<file path="config.mk">
export PLATFORM = sky130hd
export DESIGN_NAME = uart_frame_writer
export DESIGN_NICKNAME = d
export VERILOG_FILES = /design/src/rtl/uart_frame_writer.sv
export SDC_FILE = /design/constraint.sdc
export NUM_CORES = 1
export LEC_CHECK = 0
export ABC_CLOCK_PERIOD_IN_PS = 5500
export CAP_MARGIN = 15
export CORE_ASPECT_RATIO = 0.75
export CORE_MARGIN = 2
export CORE_UTILIZATION = 52
export CTS_CLUSTER_DIAMETER = 30
export DETAILED_ROUTE_END_ITERATION = 8
export PLACE_DENSITY = 0.7
export SKIP_LAST_GASP = 1
export SLEW_MARGIN = 20
export SYNTH_ARGS = -nofsm -noshare
export SYNTH_HDL_FRONTEND = slang
export SYNTH_SLANG_ARGS = --single-unit
</file>
<file path="constraint.sdc">
create_clock -name clk -period 5.5 [get_ports clk]
set_clock_uncertainty 0.05 [all_clocks]
set_input_delay 0.825 -clock clk [delete_from_list [all_inputs] [get_ports clk]]
set_output_delay 0.825 -clock clk [all_outputs]
set_load 0.02 [all_outputs]
</file>
<file path="src/rtl/uart_frame_writer.sv">
// Buffers payload bytes and, on send, writes one SOF/LEN/payload/CHK frame
// into the UART core's transmit port, pacing every byte on txrdy.
module uart_frame_writer #(
  parameter int unsigned DEPTH    = 16,
  parameter logic [7:0]  SOF_BYTE = 8'hAA,
  parameter int unsigned HOLDOFF  = 2
) (
  input  logic                     clk,
  input  logic                     rst,
  input  logic [7:0]               wr_data,
  input  logic                     wr_en,
  output logic                     full,
  output logic [$clog2(DEPTH):0]   count,
  output logic                     overflow,
  input  logic                     send,
  output logic                     busy,
  output logic                     done,
  input  logic                     txrdy,
  output logic [7:0]               data_in,
  output logic                     wen
);

  localparam int unsigned AW = $clog2(DEPTH);
  localparam int unsigned CW = AW + 1;

  typedef enum logic [2:0] {
    ST_IDLE,
    ST_WAIT,
    ST_WRITE,
    ST_HOLD,
    ST_DONE
  } state_t;

  typedef enum logic [2:0] {
    PH_SOF,
    PH_LEN,
    PH_PAY,
    PH_CHK,
    PH_END
  } phase_t;

  state_t          state_q, state_d;
  phase_t          phase_q, phase_d;
  logic [2:0]      hold_q, hold_d;
  logic [CW-1:0]   left_q, left_d;
  logic [CW-1:0]   len_q, len_d;
  logic [7:0]      chk_q, chk_d;
  logic [7:0]      data_q, data_d;
  logic [7:0]      len_byte;
  logic [7:0]      next_byte;
  logic            pop;

  logic [7:0]      mem [DEPTH];
  logic [AW-1:0]   wr_ptr, rd_ptr;
  logic [CW-1:0]   count_q, count_d;
  logic            full_q;
  logic            ovf_q;
  logic            push;

  always_comb begin
    len_byte = '0;
    len_byte[CW-1:0] = len_q;
  end

  always_comb begin
    next_byte = chk_q;
    case (phase_q)
      PH_SOF:  next_byte = SOF_BYTE;
      PH_LEN:  next_byte = len_byte;
      PH_PAY:  next_byte = mem[rd_ptr];
      default: next_byte = chk_q;
    endcase
  end

  always_ff @(posedge clk or negedge rst) begin
    if (!rst) begin
      state_q <= ST_IDLE;
      phase_q <= PH_SOF;
      hold_q  <= '0;
      left_q  <= '0;
      len_q   <= '0;
      chk_q   <= '0;
      data_q  <= '0;
    end else begin
      state_q <= state_d;
      phase_q <= phase_d;
      hold_q  <= hold_d;
      left_q  <= left_d;
      len_q   <= len_d;
      chk_q   <= chk_d;
      data_q  <= data_d;
    end
  end

  always_comb begin
    state_d = state_q;
    phase_d = phase_q;
    hold_d  = hold_q;
    left_d  = left_q;
    len_d   = len_q;
    chk_d   = chk_q;
    data_d  = data_q;
    pop     = 1'b0;
    case (state_q)
      ST_IDLE: begin
        if (send) begin
          len_d   = count_q;
          left_d  = count_q;
          chk_d   = '0;
          phase_d = PH_SOF;
          state_d = ST_WAIT;
        end
      end
      ST_WAIT: begin
        if (txrdy) begin
          data_d  = next_byte;
          state_d = ST_WRITE;
        end
      end
      ST_WRITE: begin
        hold_d  = '0;
        state_d = ST_HOLD;
        // Phase advances here so the HOLD window already knows what comes next.
        case (phase_q)
          PH_SOF: phase_d = PH_LEN;
          PH_LEN: begin
            chk_d   = chk_q ^ data_q;
            phase_d = (len_q == '0) ? PH_CHK : PH_PAY;
          end
          PH_PAY: begin
            pop     = 1'b1;
            chk_d   = chk_q ^ data_q;
            left_d  = left_q - CW'(1);
            phase_d = (left_q == CW'(1)) ? PH_CHK : PH_PAY;
          end
          default: phase_d = PH_END;
        endcase
      end
      ST_HOLD: begin
        if (hold_q == 3'(HOLDOFF - 1)) begin
          state_d = (phase_q == PH_END) ? ST_DONE : ST_WAIT;
        end else begin
          hold_d = hold_q + 3'd1;
        end
      end
      ST_DONE: state_d = ST_IDLE;
      default: state_d = ST_IDLE;
    endcase
  end

  assign push = wr_en && !full_q;

  always_comb begin
    count_d = count_q;
    case ({push, pop})
      2'b10:   count_d = count_q + CW'(1);
      2'b01:   count_d = count_q - CW'(1);
      default: count_d = count_q;
    endcase
  end

  always_ff @(posedge clk) begin
    if (push) mem[wr_ptr] <= wr_data;
  end

  always_ff @(posedge clk or negedge rst) begin
    if (!rst) begin
      wr_ptr  <= '0;
      rd_ptr  <= '0;
      count_q <= '0;
      full_q  <= 1'b0;
      ovf_q   <= 1'b0;
    end else begin
      if (push) wr_ptr <= wr_ptr + AW'(1);
      if (pop)  rd_ptr <= rd_ptr + AW'(1);
      count_q <= count_d;
      full_q  <= (count_d == CW'(DEPTH));
      if (wr_en && full_q) ovf_q <= 1'b1;
    end
  end

  assign full     = full_q;
  assign count    = count_q;
  assign overflow = ovf_q;
  assign data_in  = data_q;
  assign wen      = (state_q != ST_WRITE);
  assign busy     = (state_q == ST_WAIT) || (state_q == ST_WRITE) || (state_q == ST_HOLD);
  assign done     = (state_q == ST_DONE);

endmodule

</file>
* Word-level counts from Yosys, hierarchy flattened
Memory sizes are Yosys's and may differ from the RTL's. Cells that the tools add are included.
Operators by class: bitwise operators 1, add/subtract/negate cells 6, mux-type cells 24, equality and inequality tests 19, reduce and logical (&&, ||, !) cells 18
Operators by type and width (count):
- one-hot mux 8 bit (3 select lines) | 1
- one-hot mux 5 bit (2 select lines) | 2
- 2-to-1 mux 3 bit | 6
- 2-to-1 mux 8 bit | 2
- one-hot mux 8 bit (2 select lines) | 1
- one-hot mux 3 bit (2 select lines) | 2
- one-hot mux 3 bit (4 select lines) | 1
- 2-to-1 mux 5 bit | 2
- inequality test 2 bit, second input constant | 5
- subtractor 5 x 1 -> 5 bit, second input constant | 2
- equality test 3 x 1 -> 1 bit, second input constant | 3
- equality test 3 x 2 -> 1 bit, second input constant | 3
- one-hot mux 3 bit (3 select lines) | 1
- AND reduction 3 bit | 3
- adder 4 x 1 -> 4 bit, second input constant | 2
- AND reduction 2 bit | 4
- XOR 8 bit | 1
- equality test 3 bit, second input constant | 2
- logical NOT 3 bit | 2
- 2-to-1 mux 1 bit | 6
- adder 5 x 1 -> 5 bit, second input constant | 1
- equality test 5 x 1 -> 1 bit, second input constant | 1
- equality test 5 bit, second input constant | 1
- logical NOT 5 bit | 1
- other kinds (10) | 13
Storage, ports and cells: bits in registers 50, output and inout port bits 18, memories kept 1, memory bits (writable) 128
Memories:
- mem | depth 16, bits a word 8, rd ports 1, clocked after Yosys merged registers in 0, wr ports 1, line 53 | logic [7:0] mem [DEPTH];

* Depth between registers and ports, before layout
depth in word-level cells 6, gate-level depth with buffers 12, mapped depth without buffers 10

* Worst setup path after synthesis
No wires, ideal clock.
path type reg-to-reg, start reg phase_q[1], end reg full_q (netlist: full), path buffers 2, setup slack 2762 ps, cell stages (with the launch flop) 10, arrival 2592 ps, setup time 95 ps, cells stage by stage dfrtp_1 -> or3b_4 -> buf_2 -> nor2_2 -> ha_1 -> clkbuf_1 -> or2_2 -> nor4b_1 -> nor4_1 -> nor4b_2
Between the ends: cells in the longest elaborated chain, start to end 6
Ends and longest elaborated chain:
- from (decl) | line 43 | phase_t phase_q, phase_d;
- from (signal assigned) | line 86 | phase_q <= phase_d;
- equality test 3 x 2 -> 1 bit * | line 124 | case (phase_q)
- 2-to-1 mux 1 bit * | line 124
- 2-to-1 mux 1 bit * | line 104 | case (state_q)
- equality test 2 x 1 -> 1 bit / equality test 2 bit (equally long branches) | line 155 | case ({push, pop})
- one-hot mux 5 bit (2 select lines) * | line 155
- equality test 5 bit * | line 177 | full_q <= (count_d == CW'(DEPTH));
- to (signal assigned) | line 177
- to (decl) | line 56 | logic full_q;
Mark *: on every way between the ends. The rest lies on a longest branch, timed or not. A chain may end at the register's enable or synchronous reset.

* Worst setup path after layout
start in wr_en, end reg full_q (netlist: full)
Between the ends: cells in the longest elaborated chain, start to end 4
Ends and longest elaborated chain:
- from (decl) | line 11 | input logic wr_en,
- logical AND 1 bit * | line 151 | assign push = wr_en && !full_q;
- equality test 2 x 1 -> 1 bit / equality test 2 bit (equally long branches) | line 155
- one-hot mux 5 bit (2 select lines) * | line 155
- equality test 5 bit * | line 177
Marks and branches as above.

==> summary.md <==
| Metric | Value |
|---|---|
| Final instance area | `8708 µm²` |
| Hold WC Path Type | `flop to flop` |
| Gpl congestion | `0.8209` |
| Synth area leaders | `edfxtp_1 50%, dfrtp_1 16%, mux4_2 9.4%` |
| Max-cap viol count | `0` |
| I/O Buffers | `30` |
| Layout area overhead | `13.56%` |
| CTS tree | `yes` |
| CTS Sinks | `178` |
| CTS Buf Count | `17` |
| Inserted Diodes | `0` |
| Syn nets | `517` |
| Final Instance Count excl. Fillers | `732` |
| CP arrival | `3870 ps` |
| Number of vias per cell | `6.000` |
| Peak VDD IR | `0.2618 mV` |
| Syn Std Cell Area | `7669 µm²` |
| Total grt overflow | `0` |
| Required time of the critical path | `5740 ps` |
| Placement Cell Area | `8114 µm²` |
| Sequential fraction of the synthesis area | `0.6644` |
| Number of synthesized register bits | `178` |
| Number of setup buffers added after CTS | `0` |
| Share of layout cells above drive strength 1 | `0.1673` |
| Crit Path Max Fanout | `12` |
| 1st-iter DRT viols | `385` |
| Worst slew pin tran | `957.2 ps` |
| Async set-reset flop share out of synthesis | `0.2809` |
| Crit-path slowest cell | `nor2b_1` |
| Cell taking the most area after synthesis | `edfxtp_1` |
| Clk root buf | `clkbuf_16` |
| PnR worst setup slack | `1870 ps` |
| Most frequent cell after synthesis | `edfxtp_1` |
| Hold Fails Final Rpt | `0` |
| Max-slew violations | `0` |
| Largest net degree at the start of global routing | `51` |
| # fillers | `1079` |
| Residual DRC | `0` |
| CP dominant cell by count | `nor2b_1` |
| GR Layer Usage met1 | `0.3252` |
| Status | `completed` |
| Worst skew pair latency | `430 ps` |
| Iteration count of the initial detailed-routing pass | `5` |
| Clock slew at reported path FFs | `60 ps` |
| Die Y | `109.2 µm` |
| Hold Buf Count CTS | `0` |
| Critical path type | `input pin to flop` |
| RSZ-0062 raised after global routing | `false` |
| GRT Total Usage | `0.2132` |
| Slew HR | `0.3619` |
| # IOs | `31` |
| H-Tree Depth | `4` |
| Global-route wire length before repair | `24.22 mm` |
| Slowest stage delay, CP | `700 ps` |
| Placeable Area | `14450 µm²` |
| Reg-to-reg critical path startpoint | `state_q[1]$_DFFE_PN0P_` |
| Met2 Use GR | `0.3034` |
| PD cells | `490.5 nW/µm²` |
| Most used DFF post-synth | `edfxtp_1` |
| FP Rows | `38` |
| Fin Setup TNS | `0 ps` |
| Die area | `15750 µm²` |
| Detailed-route wire length per cell | `21.29 µm` |
| Leak Pwr | `0.003016 µW` |
| WHS Path Cells | `1` |
| Max Freq | `275.5 MHz` |
| DP Worst Slack | `1520 ps` |
| Area share of the largest cell type after synthesis | `0.5012` |
| Horiz. Die Dim | `144.2 µm` |
| Met3 usage | `0.06324` |
| Worst r2r dst | `full$_DFF_PN0_` |
| Crit path to | `full$_DFF_PN0_` |
| Crit-path cells | `clkdlybuf4s50_1, nor2b_1, inv_1, nand3_1, xnor2_1, ha_1, nor2b_1, a31oi_1, nor3_1, nor4_1, nor4b_2` |
| Detailed-route via count | `4392` |
| Layout net count | `543` |
| Worst R2R Path Depth | `8` |
| Post-route ant nets | `0` |
| Initial antenna violation count | `0` |
| Period utilization | `0.6599` |
| Synth Instances | `493` |
| Startpoint types | `input pin` |
| # setup viols final | `0` |
| Number of global-route vias before repair | `4228` |
| Gr busiest metal | `met1` |
| Worst reg2reg setup slack | `2090 ps` |
| Routed Wire Length | `15.58 mm` |
| DP Cell Count | `700` |
| Worst Setup End Kind | `flop` |
| Starting Density | `0.5306` |
| Min cycle time layout | `3630 ps` |
| Hpwl dp | `10.11 mm` |
| PnR Total Power | `4272 µW` |
| Post-CTS Resized | `0` |
| Syn Area/Cell | `15.55 µm²` |
| Max clock buf depth | `2` |
| Post-synth EDFFs | `128` |
| Library cells used by synthesis | `58` |
| CP startpoint | `wr_en` |
| Ys Warns | `0` |
| Synth top cells by count | `128 x edfxtp_1, 50 x dfrtp_1, 32 x mux4_2, 32 x nor2_1, 21 x nand2_1` |
-- logic make-up (layout without fill, tap and decap cells) --
| group | Yosys count | after routing | synth area share |
|---|---|---|---|
| compound gates | 77 | 77 | 0.06722 |
| xor+xnor | 18 | 18 | 0.02056 |
| fa+ha+maj | 11 | 11 | 0.01795 |
| buf+inv | 36 | 75 | 0.02105 |
| flops | 178 | 178 | 0.6644 |
| mux | 47 | 47 | 0.1147 |
| simple gates | 126 | 126 | 0.09414 |
-- where the power goes --
group	switching, µW	internal, µW
Clock	486	691
Combinational	597	509
Sequential	289	1700
-- flip-flops by register name, indices dropped and copies added (netlist names) --
| signal | cells |
|---|---|
| overflow | 1 |
| data_in | 8 |
| wr_ptr | 4 |
| mem | 128 |
| count | 5 |
| len_q | 5 |
| rd_ptr | 4 |
| chk_q | 8 |
| hold_q | 3 |
| state_q | 3 |
| full | 1 |
| phase_q | 3 |
| left_q | 5 |
-- metrics by stage --
step	util	hold slack (ps)
after floorplan	-	433.1
after global placement	0.5614	396.2
after detailed placement	0.5614	399.3
after CTS	0.6023	418.0
after global routing	0.6025	433.0
final	0.6025	413.0
-- critical path, delay by kind of cell --
kind,cells,cell delay [ps]
AND/OR/NAND/NOR,6,1820
buffers and inverters,2,680
adder cells (fa/ha/maj),1,220
AO/OA/AOI/OAI,1,200
XOR/XNOR,1,100
-- worst min path at each step --
stage,to,slack [ps],start
after CTS,overflow$_DFFE_PN0P_,420,overflow$_DFFE_PN0P_
final,overflow$_DFFE_PN0P_,410,overflow$_DFFE_PN0P_
after global routing,overflow$_DFFE_PN0P_,430,overflow$_DFFE_PN0P_
after detailed placement,overflow$_DFFE_PN0P_,400,overflow$_DFFE_PN0P_
after floorplan,hold_q[0]$_DFFE_PN0P_,430,hold_q[0]$_DFFE_PN0P_
after global placement,overflow$_DFFE_PN0P_,400,overflow$_DFFE_PN0P_
-- layout by cell type, fill, tap and decap left out, types with 7 or more instances in the layout --
master	count
nand2_1	21
mux2_2	7
xnor2_1	7
mux4_2	32
dfrtp_1	49
nor2b_1	7
clkdlybuf4s50_1	29
nor3_1	7
a21oi_1	16
clkbuf_16	19
ha_1	11
and2_1	18
mux2i_1	8
nor2_1	32
inv_1	9
a22oi_1	14
o21ai_0	17
xor2_1	11
edfxtp_1	128
-- layer usage --
layer | wire, µm | up-vias
li1 | - | 1949
met1 | 7253 | 2252
met2 | 7160 | 177
met3 | 1053 | 14
met4 | 117 | 0
met5 | 0 | -
-- cell type report --
class | count | area [µm²] | area share
clock buffer | 26 | 549.3 | 0.06307
clock inverter | 6 | 42.54 | 0.004885
multi-input combinational | 279 | 2412 | 0.2770
inverter | 10 | 37.54 | 0.004310
sequential | 178 | 5099 | 0.5855
tap | 200 | 250.2 | 0.02874
timing repair buffer | 33 | 317.8 | 0.03649
Note: power is estimated with default switching activity, not from simulation.
